File: src/rtl/sram_io_host.sv
// sram_io_host: host-side sequencer for the SRAM serial I/O controller.
// Turns parallel read/write commands into LOAD_N/CTRL/SI operations.
module sram_io_host #(
    parameter int MEMORY_DATA_WIDTH = 8,
    parameter int MEMORY_ADDR_WIDTH = 9,
    parameter int WDOG_LIMIT        = 8
) (
    input  logic                         CLK,
    input  logic                         BGN,
    input  logic                         CMD_VLD,
    output logic                         CMD_RDY,
    input  logic                         CMD_WR,
    input  logic [MEMORY_ADDR_WIDTH-1:0] CMD_ADDR,
    input  logic [MEMORY_DATA_WIDTH-1:0] CMD_WDATA,
    output logic                         DONE,
    output logic                         ERR,
    output logic [MEMORY_DATA_WIDTH-1:0] RDATA,
    output logic                         LOAD_N,
    output logic [1:0]                   CTRL,
    output logic                         SI,
    input  logic                         RDY,
    input  logic                         SO
);

    localparam int D   = MEMORY_DATA_WIDTH;
    localparam int A   = MEMORY_ADDR_WIDTH;
    localparam int N   = A + D;
    localparam int OPW = $clog2(2 * N);
    localparam int WDW = $clog2(WDOG_LIMIT + 1);

    // op index of the memory op, and of the last read tail shift
    localparam logic [OPW-1:0] OP_MEM     = OPW'(N);
    localparam logic [OPW-1:0] OP_LAST_RD = OPW'(N + D - 1);
    localparam logic [WDW-1:0] WD_LAST    = WDW'(WDOG_LIMIT - 1);

    localparam logic [1:0] C_SHIFT = 2'b00;
    localparam logic [1:0] C_WRITE = 2'b11;
    localparam logic [1:0] C_READ  = 2'b01;

    typedef enum logic [2:0] {
        H_IDLE,
        H_PULSE,
        H_GUARD,
        H_WAIT,
        H_DONE
    } state_t;

    state_t           state;
    state_t           state_nxt;
    logic [N-1:0]     word_q;
    logic             wr_q;
    logic [OPW-1:0]   op_q;
    logic [OPW-1:0]   op_nxt;
    logic [D-1:0]     rdata_q;
    logic [WDW-1:0]   wdog_q;
    logic [1:0]       ctrl_q;
    logic             si_q;
    logic             err_q;
    logic             accept;
    logic             op_end;
    logic             wd_trip;
    logic             last_op;
    logic             capture;

    assign accept  = (state == H_IDLE) && CMD_VLD;
    assign op_end  = (state == H_WAIT) && RDY;
    assign wd_trip = (state == H_WAIT) && !RDY && (wdog_q == WD_LAST);
    assign last_op = wr_q ? (op_q == OP_MEM) : (op_q == OP_LAST_RD);
    assign capture = !wr_q && (op_q >= OP_MEM);
    assign op_nxt  = op_q + 1'b1;

    // phase register
    always_ff @(posedge CLK) begin
        if (!BGN) state <= H_IDLE;
        else      state <= state_nxt;
    end

    // phase sequencing: pulse, guard, wait per operation
    always_comb begin
        state_nxt = state;
        unique case (state)
            H_IDLE:  if (accept) state_nxt = H_PULSE;
            H_PULSE: state_nxt = H_GUARD;
            H_GUARD: state_nxt = H_WAIT;
            H_WAIT: begin
                if (op_end)       state_nxt = last_op ? H_DONE : H_PULSE;
                else if (wd_trip) state_nxt = H_DONE;
            end
            H_DONE:  state_nxt = H_IDLE;
            default: state_nxt = H_IDLE;
        endcase
    end

    // phase-decoded strobes
    always_comb begin
        LOAD_N  = 1'b1;
        DONE    = 1'b0;
        CMD_RDY = 1'b0;
        unique case (state)
            H_IDLE:  CMD_RDY = 1'b1;
            H_PULSE: LOAD_N  = 1'b0;
            H_DONE:  DONE    = 1'b1;
            default: ;
        endcase
    end

    // command word, op counter, CTRL/SI, capture and watchdog
    always_ff @(posedge CLK) begin
        if (!BGN) begin
            word_q  <= '0;
            wr_q    <= 1'b0;
            op_q    <= '0;
            rdata_q <= '0;
            wdog_q  <= '0;
            ctrl_q  <= C_SHIFT;
            si_q    <= 1'b0;
            err_q   <= 1'b0;
        end else begin
            if (accept) begin
                word_q  <= CMD_WR ? {CMD_ADDR, CMD_WDATA}
                                  : {CMD_ADDR, {D{1'b0}}};
                wr_q    <= CMD_WR;
                op_q    <= '0;
                rdata_q <= '0;
                err_q   <= 1'b0;
                ctrl_q  <= C_SHIFT;
                si_q    <= CMD_WR & CMD_WDATA[0];
            end
            if (state == H_PULSE) wdog_q <= '0;
            if (state == H_WAIT) begin
                if (RDY) begin
                    op_q   <= op_nxt;
                    wdog_q <= '0;
                    word_q <= word_q >> 1;
                    if (capture) rdata_q <= {SO, rdata_q[D-1:1]};
                    if (last_op) begin
                        ctrl_q <= C_SHIFT;
                        si_q   <= 1'b0;
                    end else if (op_nxt < OP_MEM) begin
                        ctrl_q <= C_SHIFT;
                        si_q   <= word_q[1];
                    end else if (op_nxt == OP_MEM) begin
                        ctrl_q <= wr_q ? C_WRITE : C_READ;
                        si_q   <= 1'b0;
                    end else begin
                        ctrl_q <= C_SHIFT;
                        si_q   <= 1'b0;
                    end
                end else begin
                    wdog_q <= wdog_q + 1'b1;
                    if (wd_trip) begin
                        err_q   <= 1'b1;
                        rdata_q <= '0;
                        ctrl_q  <= C_SHIFT;
                        si_q    <= 1'b0;
                    end
                end
            end
        end
    end

    assign CTRL  = ctrl_q;
    assign SI    = si_q;
    assign ERR   = err_q;
    assign RDATA = rdata_q;

endmodule

File: config.mk
export PLATFORM = sky130hd
export DESIGN_NAME = sram_io_host
export DESIGN_NICKNAME = d
export VERILOG_FILES = /design/src/rtl/sram_io_host.sv
export SDC_FILE = /design/constraint.sdc
export NUM_CORES = 1
export LEC_CHECK = 0
export BUFFER_PORTS_ARGS = -buffer_cell sky130_fd_sc_hd__buf_2
export CORE_MARGIN = 2
export CORE_UTILIZATION = 40
export DETAILED_ROUTE_END_ITERATION = 6
export PLACE_DENSITY_LB_ADDON = 0.2
export SYNTH_ARGS = -nofsm -noshare
export SYNTH_HDL_FRONTEND = slang
export SYNTH_SLANG_ARGS = --single-unit
File: constraint.sdc
create_clock -name CLK -period 4.21 [get_ports CLK]
set_clock_uncertainty 0.05 [all_clocks]
set_input_delay 0.6315 -clock CLK [delete_from_list [all_inputs] [get_ports CLK]]
set_output_delay 0.6315 -clock CLK [all_outputs]
set_load 0.05 [all_outputs]
==> flow_summary.ini <==
[floorplan]
die-width_um = 76.8
io-pin-count = 38
initial_cell_density_of_the_core_pct = 41.5
placement_rows = 26
design.die.area_um2 = 5900
die_y_um = 76.8
core_um2 = 5110

[timing]
worst-slew-pin-transition_ns = 0.745
finish_stage_setup_viols = 0
final_hold_viol_count = 0
fmax_mhz = 446
relSlewSlack_pct = 50.0
drv_slew = 0
setup_tns_ns = 0
hold_ws_ns = 0.416
rsz_0062_raised_after_global_routing = false
layout_min_cycle_time_ns = 2.24
final_cycle_share_pct = 53.2

[clocking]
max-clock-path-buffers = 2
postCtsSetupBuffers = 0
clkSlewWorstSetupHoldPaths_ns = 0.09
cts_resized = 0
tritoncts = done
post_cts_hold_buffer_count = 0
tritoncts.num_buffers = 5
clock_latency_ns = 0.29
ctsRootBufferMaster = sky130_fd_sc_hd__clkbuf_8
clock_sinks = 42
cts-htree-levels = 2

[detailed_routing]
routed_wirelength_normalized_by_instance_count_um = 13.7
vias_per_cell = 5.49
finalWirelength_um = 4690
dr.pass1.iters = 4
ant_nets = 0
via_count = 1879
first_iter_violations = 129
detail_route.drc_violations = 0

[hold_path]
holdCritPathClass = reg -> reg

[placement]
placed_cell_area_um2 = 2330
place_congestion = 0.741
dp.final_hpwl_um = 3150
port-buffer-count = 37

[global_routing]
grt_first_pass_wirelength_um = 7810
grt_pass1_vias = 1696
grt.overflow.total = 0
grt_antenna_before_repair = 0
grt_util_all_layers_pct = 16.0
gr-max-usage-layer = met2
globalRouteMet3Util_pct = 4.94
global_route.usage.met1_pct = 21.8
gr-usage-met2_pct = 24.3
maximum_number_of_pins_on_one_net_before_global_route_repair = 32

[yosys]
ys_async_sr_fraction_pct = 0
syn_area_um2 = 2120
synth-warning-count = 0
syn_area_per_cell_um2 = 8.72
netlist-cell-type-count = 54
synth-edff-count = 0
yosys_register_bits = 42
postSynth.topFlopCell = sky130_fd_sc_hd__dfxtp_1
synth-seq-area-share_pct = 39.7
netlist_instances = 243
synthesis.nets = 270

[power_and_ir_drop]
internal_power_uw = 687
vdd_ir_drop_max_uv = 231
proportion_of_power_drawn_by_the_clock_network_pct = 42.5
switchingPower_uw = 221
p_comb_share_pct = 10.4
power.leakage_uw = 0.00102
sw_frac_of_total_pct = 24.4
p_total_uw = 908
p_seq_share_pct = 47.1
power_per_cell_area_nw_per_um2 = 368

[final_layout]
postLayoutCellArea_um2 = 2460
insertedDiodeCount = 0
final_common_cell = sky130_fd_sc_hd__dfxtp_1
design.final.nets = 298
layout_common_cells = sky130_fd_sc_hd__dfxtp_1, sky130_fd_sc_hd__buf_2, sky130_fd_sc_hd__nor2_1
layout.core_utilization_pct = 48.3
layout-area-overhead-vs-synth_pct = 16.3
fraction_of_layout_cells_with_a_size_suffix_above_1_pct = 19.5

[setup_path]
critPathMaxFanout = 10
critical_path.startpoint_type = register
ff2ff_setup_slack_ns = 1.97
cpPeakStageDelay_ns = 0.53
arrival_time_at_the_worst_endpoint_ns = 2.36
worst_ep_required_time_ns = 4.33
crit_path_cell_trace = inv_1 > ha_1 > or4b_4 > a21oi_2 > or2_2 > o221ai_1
critical-path-slowest-cell = sky130_fd_sc_hd__or4b_4
timing.critical_path.to_type = register
path_class = reg -> reg

[run_status]
outcome = completed

[run]
maxCapViolations = 0
through the flow:
step | setup WS [ns] | instances
after floorplan | 1.93 | 243
after global placement | 1.87 | 334
after detailed placement | 1.83 | 334
after CTS | 1.96 | 342
after global routing | 1.82 | 342
final | 1.97 | 342
final timing paths:
| kind | to | depth (start not counted) | from |
|---|---|---|---|
| max | RDATA[2]$_SDFF_PN0_ | 6 | op_q[1]$_SDFF_PN0_ |
| min | word_q[16]$_SDFF_PN0_ | 2 | word_q[16]$_SDFF_PN0_ |
| max reg2reg | RDATA[2]$_SDFF_PN0_ | 6 | op_q[1]$_SDFF_PN0_ |
| min reg2reg | word_q[16]$_SDFF_PN0_ | 2 | word_q[16]$_SDFF_PN0_ |
Yosys cell counts, types with 3 or more instances:
master,count,area [um2]
sky130_fd_sc_hd__a22oi_1,3,22.5
sky130_fd_sc_hd__nor3_1,6,30.0
sky130_fd_sc_hd__clkbuf_1,10,37.5
sky130_fd_sc_hd__dfxtp_1,42,841
sky130_fd_sc_hd__nand3b_1,4,30.0
sky130_fd_sc_hd__a21oi_1,15,75.1
sky130_fd_sc_hd__a211oi_1,11,82.6
sky130_fd_sc_hd__nand2_1,15,56.3
sky130_fd_sc_hd__nor2_1,20,75.1
sky130_fd_sc_hd__nor3b_1,5,37.5
sky130_fd_sc_hd__nand3_1,8,40.0
sky130_fd_sc_hd__inv_1,8,30.0
sky130_fd_sc_hd__o21ai_0,7,35.0
sky130_fd_sc_hd__mux2i_1,9,90.1
sky130_fd_sc_hd__o2bb2ai_1,8,70.1
sky130_fd_sc_hd__a221o_1,5,50.1
sky130_fd_sc_hd__ha_1,4,50.1
sky130_fd_sc_hd__and3_1,16,100
power by group through the flow:
stage               combinational, uW  sequential [uW]  clock, uW
floorplan                        75.7              429          0
global placement                 93.9              437          0
detailed placement               94.6              437          0
CTS                              95.2              427        395
global route                      104              431        416
finish                           94.1              428        386
per-layer routing:
| layer | wire [um] | vias to the layer above | part of all wire, % |
|---|---|---|---|
| li1 | - | 955 | - |
| met1 | 2370 | 883 | 51 |
| met2 | 2030 | 39 | 43 |
| met3 | 251 | 2 | 5.4 |
| met4 | 31 | 0 | 0.66 |
| met5 | 0 | - | 0 |
kinds of logic (layout without fill, tap and decap cells):
| group | Yosys count | in the layout | share of synthesized area (%) |
|---|---|---|---|
| multiplexers | 9 | 9 | 4.25 |
| AND/OR/NAND/NOR | 91 | 91 | 23.7 |
| buffers and inverters | 27 | 56 | 5.67 |
| flip-flops | 42 | 42 | 39.7 |
| AO/OA/AOI/OAI | 68 | 68 | 23.5 |
| adder cells (fa/ha/maj) | 4 | 4 | 2.36 |
| XOR/XNOR | 2 | 2 | 0.827 |
critical path, delay by kind of cell (launching register included):
family,cells,cell delay (ns)
AO/OA/AOI/OAI,2,0.49
adder cells (fa/ha/maj),1,0.20
buffers and inverters,1,0.11
flip-flops,1,0.45
AND/OR/NAND/NOR,2,0.81
cell type report:
class	instances	area, um2
tap	70	87.6
timing repair buffer	39	200
fill	506	2640
clock inverter	3	68.8
inverter	9	33.8
sequential	42	841
clock buffer	5	68.8
multi-input combinational	174	1160
flip-flops by register name, indices dropped and copies added, names as in the netlist:
register,count
word_q,16
wdog_q,4
SI,1
op_q,6
wr_q,1
ERR,1
state,3
RDATA,8
CTRL,2
Note: power is estimated with default switching activity, not from simulation.
